===== src/rtl/wash_pkg.sv =====
// Shared types and defaults for the wash-cycle sequencer: phase encodings,
// default phase durations and the actuator bundle.
package wash_pkg;

  typedef enum logic [2:0] {
    PhIdle  = 3'd0,
    PhFill  = 3'd1,
    PhWash  = 3'd2,
    PhRinse = 3'd3,
    PhSpin  = 3'd4,
    PhDrain = 3'd5,
    PhDone  = 3'd6
  } phase_e;

  localparam logic [15:0] DefClkFreq = 16'd50;
  localparam logic [15:0] DefFillS   = 16'd2;
  localparam logic [15:0] DefWashS   = 16'd5;
  localparam logic [15:0] DefRinseS  = 16'd3;
  localparam logic [15:0] DefSpinS   = 16'd4;
  localparam logic [15:0] DefDrainS  = 16'd2;

  typedef struct packed {
    logic water_valve;
    logic motor_on;
    logic spin_fast;
    logic drain_pump;
  } act_t;

  // Phases that the lid switch is allowed to freeze.
  function automatic logic is_pausable(phase_e p);
    return p inside {PhFill, PhWash, PhRinse, PhSpin};
  endfunction

  function automatic logic is_timed(phase_e p);
    return is_pausable(p) || (p == PhDrain);
  endfunction

endpackage


===== src/rtl/wash_cycle_sequencer_if.sv =====
// Sequencer-to-timer link: the sequencer programs, clears and enables the
// timer and consumes its sticky done level.
interface wash_cycle_sequencer_if;
  logic        timer_en;
  logic        timer_clr;
  logic [15:0] timer_clk_freq;
  logic [15:0] timer_period;
  logic        timer_done;

  modport master (
    output timer_en, timer_clr, timer_clk_freq, timer_period,
    input  timer_done
  );

  modport slave (
    input  timer_en, timer_clr, timer_clk_freq, timer_period,
    output timer_done
  );
endinterface


===== src/rtl/wash_phase_rom.sv =====
// Combinational lookup from phase to timer period and unpaused actuator set.
module wash_phase_rom
  import wash_pkg::*;
#(
  parameter logic [15:0] FILL_S  = DefFillS,
  parameter logic [15:0] WASH_S  = DefWashS,
  parameter logic [15:0] RINSE_S = DefRinseS,
  parameter logic [15:0] SPIN_S  = DefSpinS,
  parameter logic [15:0] DRAIN_S = DefDrainS
) (
  input  phase_e      phase,
  output logic [15:0] period,
  output act_t        act
);

  always_comb begin
    period = '0;
    act    = '0;
    case (phase)
      PhFill: begin
        period          = FILL_S;
        act.water_valve = 1'b1;
      end
      PhWash: begin
        period       = WASH_S;
        act.motor_on = 1'b1;
      end
      PhRinse: begin
        period       = RINSE_S;
        act.motor_on = 1'b1;
      end
      PhSpin: begin
        period         = SPIN_S;
        act.motor_on   = 1'b1;
        act.spin_fast  = 1'b1;
        act.drain_pump = 1'b1;
      end
      PhDrain: begin
        period         = DRAIN_S;
        act.drain_pump = 1'b1;
      end
      default: ;
    endcase
  end

endmodule


===== src/rtl/wash_cycle_sequencer.sv =====
// Washing-machine phase controller: steps FILL/WASH/RINSE/SPIN (or DRAIN on
// abort) by driving an external timer, with lid pause and optional double wash.
module wash_cycle_sequencer
  import wash_pkg::*;
#(
  parameter logic [15:0] CLK_FREQ = DefClkFreq,
  parameter logic [15:0] FILL_S   = DefFillS,
  parameter logic [15:0] WASH_S   = DefWashS,
  parameter logic [15:0] RINSE_S  = DefRinseS,
  parameter logic [15:0] SPIN_S   = DefSpinS,
  parameter logic [15:0] DRAIN_S  = DefDrainS
) (
  input  logic                          clk,
  input  logic                          reset,
  input  logic                          start,
  input  logic                          abort,
  input  logic                          lid_open,
  input  logic                          double_wash,
  wash_cycle_sequencer_if.master        tmr,
  output logic [2:0]                    phase,
  output logic                          busy,
  output logic                          water_valve,
  output logic                          motor_on,
  output logic                          spin_fast,
  output logic                          drain_pump,
  output logic                          cycle_done
);

  phase_e      state_q, state_d;
  logic        clr_q, clr_d;
  logic        dw_q, dw_d;
  logic        paused_q;
  logic        pause_act;
  logic        advance;
  logic [15:0] rom_period;
  act_t        rom_act;

  // Lid is registered so no output has a combinational path from an input.
  assign pause_act = paused_q && is_pausable(state_q);
  assign advance   = tmr.timer_done && !clr_q && !pause_act;

  always_comb begin
    state_d = state_q;
    dw_d    = dw_q;
    case (state_q)
      PhIdle: begin
        if (start && !lid_open) begin
          state_d = PhFill;
          dw_d    = double_wash;
        end
      end
      PhFill: begin
        if (abort)        state_d = PhDrain;
        else if (advance) state_d = PhWash;
      end
      PhWash: begin
        if (abort)        state_d = PhDrain;
        else if (advance) state_d = PhRinse;
      end
      PhRinse: begin
        if (abort) begin
          state_d = PhDrain;
        end else if (advance) begin
          if (dw_q) begin
            state_d = PhWash;
            dw_d    = 1'b0;
          end else begin
            state_d = PhSpin;
          end
        end
      end
      PhSpin: begin
        if (abort)        state_d = PhDrain;
        else if (advance) state_d = PhDone;
      end
      PhDrain: begin
        if (advance) state_d = PhDone;
      end
      PhDone:  state_d = PhIdle;
      default: state_d = PhIdle;
    endcase
    clr_d = (state_d != state_q) && is_timed(state_d);
  end

  always_ff @(posedge clk or posedge reset) begin
    if (reset) begin
      state_q  <= PhIdle;
      clr_q    <= 1'b0;
      dw_q     <= 1'b0;
      paused_q <= 1'b0;
    end else begin
      state_q  <= state_d;
      clr_q    <= clr_d;
      dw_q     <= dw_d;
      paused_q <= lid_open;
    end
  end

  wash_phase_rom #(
    .FILL_S  (FILL_S),
    .WASH_S  (WASH_S),
    .RINSE_S (RINSE_S),
    .SPIN_S  (SPIN_S),
    .DRAIN_S (DRAIN_S)
  ) u_rom (
    .phase  (state_q),
    .period (rom_period),
    .act    (rom_act)
  );

  always_comb begin
    tmr.timer_en       = is_timed(state_q) && !pause_act;
    tmr.timer_clr      = clr_q;
    tmr.timer_clk_freq = CLK_FREQ;
    tmr.timer_period   = rom_period;
    phase              = state_q;
    busy               = (state_q != PhIdle);
    cycle_done         = (state_q == PhDone);
    water_valve        = rom_act.water_valve && !pause_act;
    motor_on           = rom_act.motor_on    && !pause_act;
    spin_fast          = rom_act.spin_fast   && !pause_act;
    drain_pump         = rom_act.drain_pump  && !pause_act;
  end

endmodule

===== src/flat_wrapper.sv =====
// flat-port wrapper written by rule: the top's interface ports become plain ports
module wash_cycle_sequencer_flat import wash_pkg::*;
#(
  parameter logic [15:0] CLK_FREQ = DefClkFreq,
  parameter logic [15:0] FILL_S   = DefFillS,
  parameter logic [15:0] WASH_S   = DefWashS,
  parameter logic [15:0] RINSE_S  = DefRinseS,
  parameter logic [15:0] SPIN_S   = DefSpinS,
  parameter logic [15:0] DRAIN_S  = DefDrainS
)
  (clk, reset, start, abort, lid_open, double_wash, phase, busy, water_valve, motor_on, spin_fast, drain_pump, cycle_done, tmr_timer_en, tmr_timer_clr, tmr_timer_clk_freq, tmr_timer_period, tmr_timer_done);
  wash_cycle_sequencer_if tmr_i ();
  input  logic clk;
  input  logic reset;
  input  logic start;
  input  logic abort;
  input  logic lid_open;
  input  logic double_wash;
  output logic [2:0] phase;
  output logic busy;
  output logic water_valve;
  output logic motor_on;
  output logic spin_fast;
  output logic drain_pump;
  output logic cycle_done;
  output wire logic [$bits(tmr_i.timer_en)-1:0] tmr_timer_en;
  output wire logic [$bits(tmr_i.timer_clr)-1:0] tmr_timer_clr;
  output wire logic [$bits(tmr_i.timer_clk_freq)-1:0] tmr_timer_clk_freq;
  output wire logic [$bits(tmr_i.timer_period)-1:0] tmr_timer_period;
  input wire logic [$bits(tmr_i.timer_done)-1:0] tmr_timer_done;
  assign tmr_timer_en = tmr_i.timer_en;
  assign tmr_timer_clr = tmr_i.timer_clr;
  assign tmr_timer_clk_freq = tmr_i.timer_clk_freq;
  assign tmr_timer_period = tmr_i.timer_period;
  assign tmr_i.timer_done = tmr_timer_done;
  wash_cycle_sequencer #(.CLK_FREQ(CLK_FREQ), .FILL_S(FILL_S), .WASH_S(WASH_S), .RINSE_S(RINSE_S), .SPIN_S(SPIN_S), .DRAIN_S(DRAIN_S)) u_core (.clk(clk), .reset(reset), .start(start), .abort(abort), .lid_open(lid_open), .double_wash(double_wash), .tmr(tmr_i), .phase(phase), .busy(busy), .water_valve(water_valve), .motor_on(motor_on), .spin_fast(spin_fast), .drain_pump(drain_pump), .cycle_done(cycle_done));
endmodule

===== config.mk =====
export PLATFORM = sky130hd
export DESIGN_NAME = wash_cycle_sequencer_flat
export DESIGN_NICKNAME = d
export VERILOG_FILES = /design/src/rtl/wash_pkg.sv /design/src/rtl/wash_cycle_sequencer_if.sv /design/src/rtl/wash_phase_rom.sv /design/src/rtl/wash_cycle_sequencer.sv /design/src/flat_wrapper.sv
export SDC_FILE = /design/constraint.sdc
export NUM_CORES = 1
export LEC_CHECK = 0
export BUFFER_PORTS_ARGS = -buffer_cell sky130_fd_sc_hd__buf_2
export CAP_MARGIN = 10
export CORE_MARGIN = 4
export CORE_UTILIZATION = 42
export CTS_BUF_LIST = sky130_fd_sc_hd__clkbuf_8
export CTS_CLUSTER_SIZE = 24
export DETAILED_ROUTE_END_ITERATION = 6
export HOLD_SLACK_MARGIN = 0.02
export PLACE_DENSITY_LB_ADDON = 0.05
export REMOVE_ABC_BUFFERS = 1
export SLEW_MARGIN = 25
export SYNTH_ARGS = -nofsm -noshare
export SYNTH_HDL_FRONTEND = slang
export SYNTH_SLANG_ARGS = --single-unit

===== constraint.sdc =====
create_clock -name clk -period 1.9 [get_ports clk]
set_clock_uncertainty 0.05 [all_clocks]
set_input_delay 0.19 -clock clk [delete_from_list [all_inputs] [get_ports clk]]
set_output_delay 0.19 -clock clk [all_outputs]
set_load 0.01 [all_outputs]

==> results.toml <==
[die]
row_count = 14
core_area_um2 = 1580
die_h_um = 49.6
start_util_pct = 46.1
die_x_um = 49.6
pin_count = 50
die_area_um2 = 2460

[worst_setup_path]
r2r_cells = 5
r2r_start = "u_core.phase[2]$_DFF_PP0_"
startpoint_type = "flop"
timing_worst_setup_path_type = "reg -> reg"
slowest_stage = "dfrtp_1"
cp_num_buf_inv = 0
cp_top_family = "simple AND/OR/NAND/NOR gates"
end_kind = "flop"
cpMostUsedCell = "or3_4"
reg2reg_slack_ns = 0.17
crit_fanout = 15
max_stage_delay_ns = 0.51
critPathRequiredTime_ns = 1.98
reg2reg_to = "u_core.tmr.timer_clr$_DFF_PP0_"
crit_chain = "or3_4 > or3_4 > o21ai_2 > nor2_2 > o32ai_2"
cp.arrival_ns = 1.81

[layout]
drive_gt1_share_pct = 31.5
diodes = 0
utilization_pct = 49.8
nNetsFinal = 120
area_growth_syn_to_layout_pct = 7.92

[synth]
yosysUniqueCellTypes = 36
ys_dominant_reg_cell = "dfrtp_1"
synth_edf_count = 0
synth_fa_ha_area_share_pct = 1.38
synth_xor_area_share_pct = 1.20
seq_area_frac_synth_pct = 20.7
synth_compound_area_share_pct = 22.0
synthCells = 90
synth_top_family_by_area = "buffers and inverters"
yosysWarnings = 0
syn_area_per_cell_um2 = 8.08
synthMuxAreaShare_pct = 0
synth-simple-area-share_pct = 16.9
synth_seq_cells = 6
synthArstFlopShare_pct = 100
netlist_area_um2 = 727

[cts]
htreeDepth = 1
cts_tree = "done"
cts_hold_buf = 1
numCtsBuffers = 3
cts_resized = 0
cts_setup_buffers = 0
clock_sinks = 6
clock_latency_ns = 0.22
root_buffer = "clkbuf_8"
clkTransAtPathRegs_ns = 0.03
cts_buffer_depth = 2

[min_path]
hold_end = "u_core.paused_q$_DFF_PP0_"
hold_class = "in -> reg"
hold_depth = 1
hold_start = "lid_open"

[power]
power_density_nw_per_um2 = 1550
p_leak_nw = 0.417
peakVddDrop_uv = 705
power.total_w = 0.00122

[sta]
tns_ns = 0
post-route-period-util_pct = 91.0
maxSlewViolCount = 0
rsz0062_at_grt = "no"
timing.fmax_ghz = 0.579
setup-violations-final = 0
fin_crit_ns = 1.73
finalHoldViolCount = 0

[global_route]
overflow = 0
antenna_found_initial = 0
grt_pass1_wl_mm = 2.64
grt_pass1_vias = 580
grt_use_total_pct = 14.1
grt_max_degree = 16

[route]
ant_nets = 0
drt_iter0_drc = 15
firstDrtPassIters = 4
viasPerCell = 4.93
drcViolationCount = 0
wire_per_inst_um = 12.9
drt-total-wl_mm = 1.64
num_vias = 626

[run]
cap_violations = 0

[placement]
io_buffers = 20
hpwlAfterDp_mm = 1.28
place.gp.congestion = 0.774

[status]
status = "complete, no violations"
## where the power goes
group	total, W	switching [W]	internal, W
combinational	0.000758	0.000413	0.000345
sequential	0.000269	0.0000861	0.000183
clock	0.000188	0.0000526	0.000136
## metrics by stage
step                hold slack (ns)  cells  worst slack, ns  instance area, um^2
floorplan                   -0.0690     83            0.185                  583
global placement             0.0706    123            0.199                  733
detailed placement           0.0642    123            0.179                  733
CTS                          0.0484    127            0.169                  785
global route                 0.0417    127           0.0532                  785
finish                       0.0523    127            0.172                  785
## area by class of cell
class                           instances  area [um^2]
Multi-Input combinational cell         71          410
Fill cell                             161          792
Timing Repair Buffer                   25          140
Inverter                                6         22.5
Clock buffer                            3         41.3
Tap cell                               16         20.0
Sequential cell                         6          150
## logic make-up after synthesis
logic type                 count (synthesis)
and+or+nand+nor                           19
adders and majority gates                  1
DFF                                        6
other                                      2
xor gates and xnor gates                   1
AOI/OAI and AO/OA                         21
buffers and inverters                     40
## registers in the layout, indices dropped and copies added, names as in the netlist
name	cells
u_core.tmr.timer_clr	1
u_core.paused_q	1
u_core.phase	3
u_core.dw_q	1
## cell usage after synthesis (2+ instances only)
master    number  area, um^2
o21ai_0        3        15.0
a221oi_1       2        17.5
buf_4         29         218
or3_4          2        22.5
nand2_1        4        15.0
clkbuf_1       3        11.3
dfrtp_1        6         150
inv_1          6        22.5
conb_1         2        7.51
nand2b_1       3        18.8
a21oi_1        5        25.0
## worst reg2reg max path, delay by kind of cell (launching register included)
| kind | cells | cell delay, ns |
|---|---|---|
| AND/OR/NAND/NOR | 3 | 0.80 |
| AO/OA/AOI/OAI | 2 | 0.27 |
| flip-flops | 1 | 0.51 |
## per-layer routing
layer | vias to the layer above | wire length (um) | GRT usage (%)
met2 | 48 | 665 | 19.8
met3 | 6 | 210 | 5.42
met5 | - | 0 | 0
met4 | 0 | 39 | 8.76
li1 | 289 | - | -
met1 | 283 | 723 | 17.7
## how the worst max path moves through the flow
| stage | endpoint | slack, ns | start | depth (start not counted) |
|---|---|---|---|---|
| after floorplan | u_core.tmr.timer_clr$_DFF_PP0_ | 0.18 | u_core.phase[0]$_DFF_PP0_ | 5 |
| after global placement | u_core.tmr.timer_clr$_DFF_PP0_ | 0.20 | u_core.phase[2]$_DFF_PP0_ | 5 |
| after detailed placement | u_core.tmr.timer_clr$_DFF_PP0_ | 0.18 | u_core.phase[2]$_DFF_PP0_ | 5 |
| after CTS | u_core.tmr.timer_clr$_DFF_PP0_ | 0.17 | u_core.phase[2]$_DFF_PP0_ | 5 |
| after global routing | u_core.tmr.timer_clr$_DFF_PP0_ | 0.05 | u_core.phase[2]$_DFF_PP0_ | 5 |
| final | u_core.tmr.timer_clr$_DFF_PP0_ | 0.17 | u_core.phase[2]$_DFF_PP0_ | 5 |
## layout by cell type, fill, tap and decap left out
master and instances:
dlygate4sd3_1 1, and3_1 1, nand4bb_1 1, nand2_1 4, o21ba_2 1, nand2b_1 3, conb_1 29, inv_1 6
nor4b_1 1, nor3_1 1, o32ai_2 1, a21oi_1 5, o21ai_0 3, maj3_1 1, buf_2 20, xor2_1 1
nor2_2 1, a221oi_1 2, o31ai_1 1, buf_4 4, o211ai_1 1, nor2_1 1, a211oi_1 1, nor3b_1 1
o311ai_0 1, dfrtp_1 6, o2bb2ai_1 1, clkbuf_8 3, nand3_1 1, o311a_1 1, nor2b_1 1, a21o_2 1
or3_4 2, o221ai_1 1, o21ai_2 1, or2_2 1
Power figures use the tool's default switching activity.
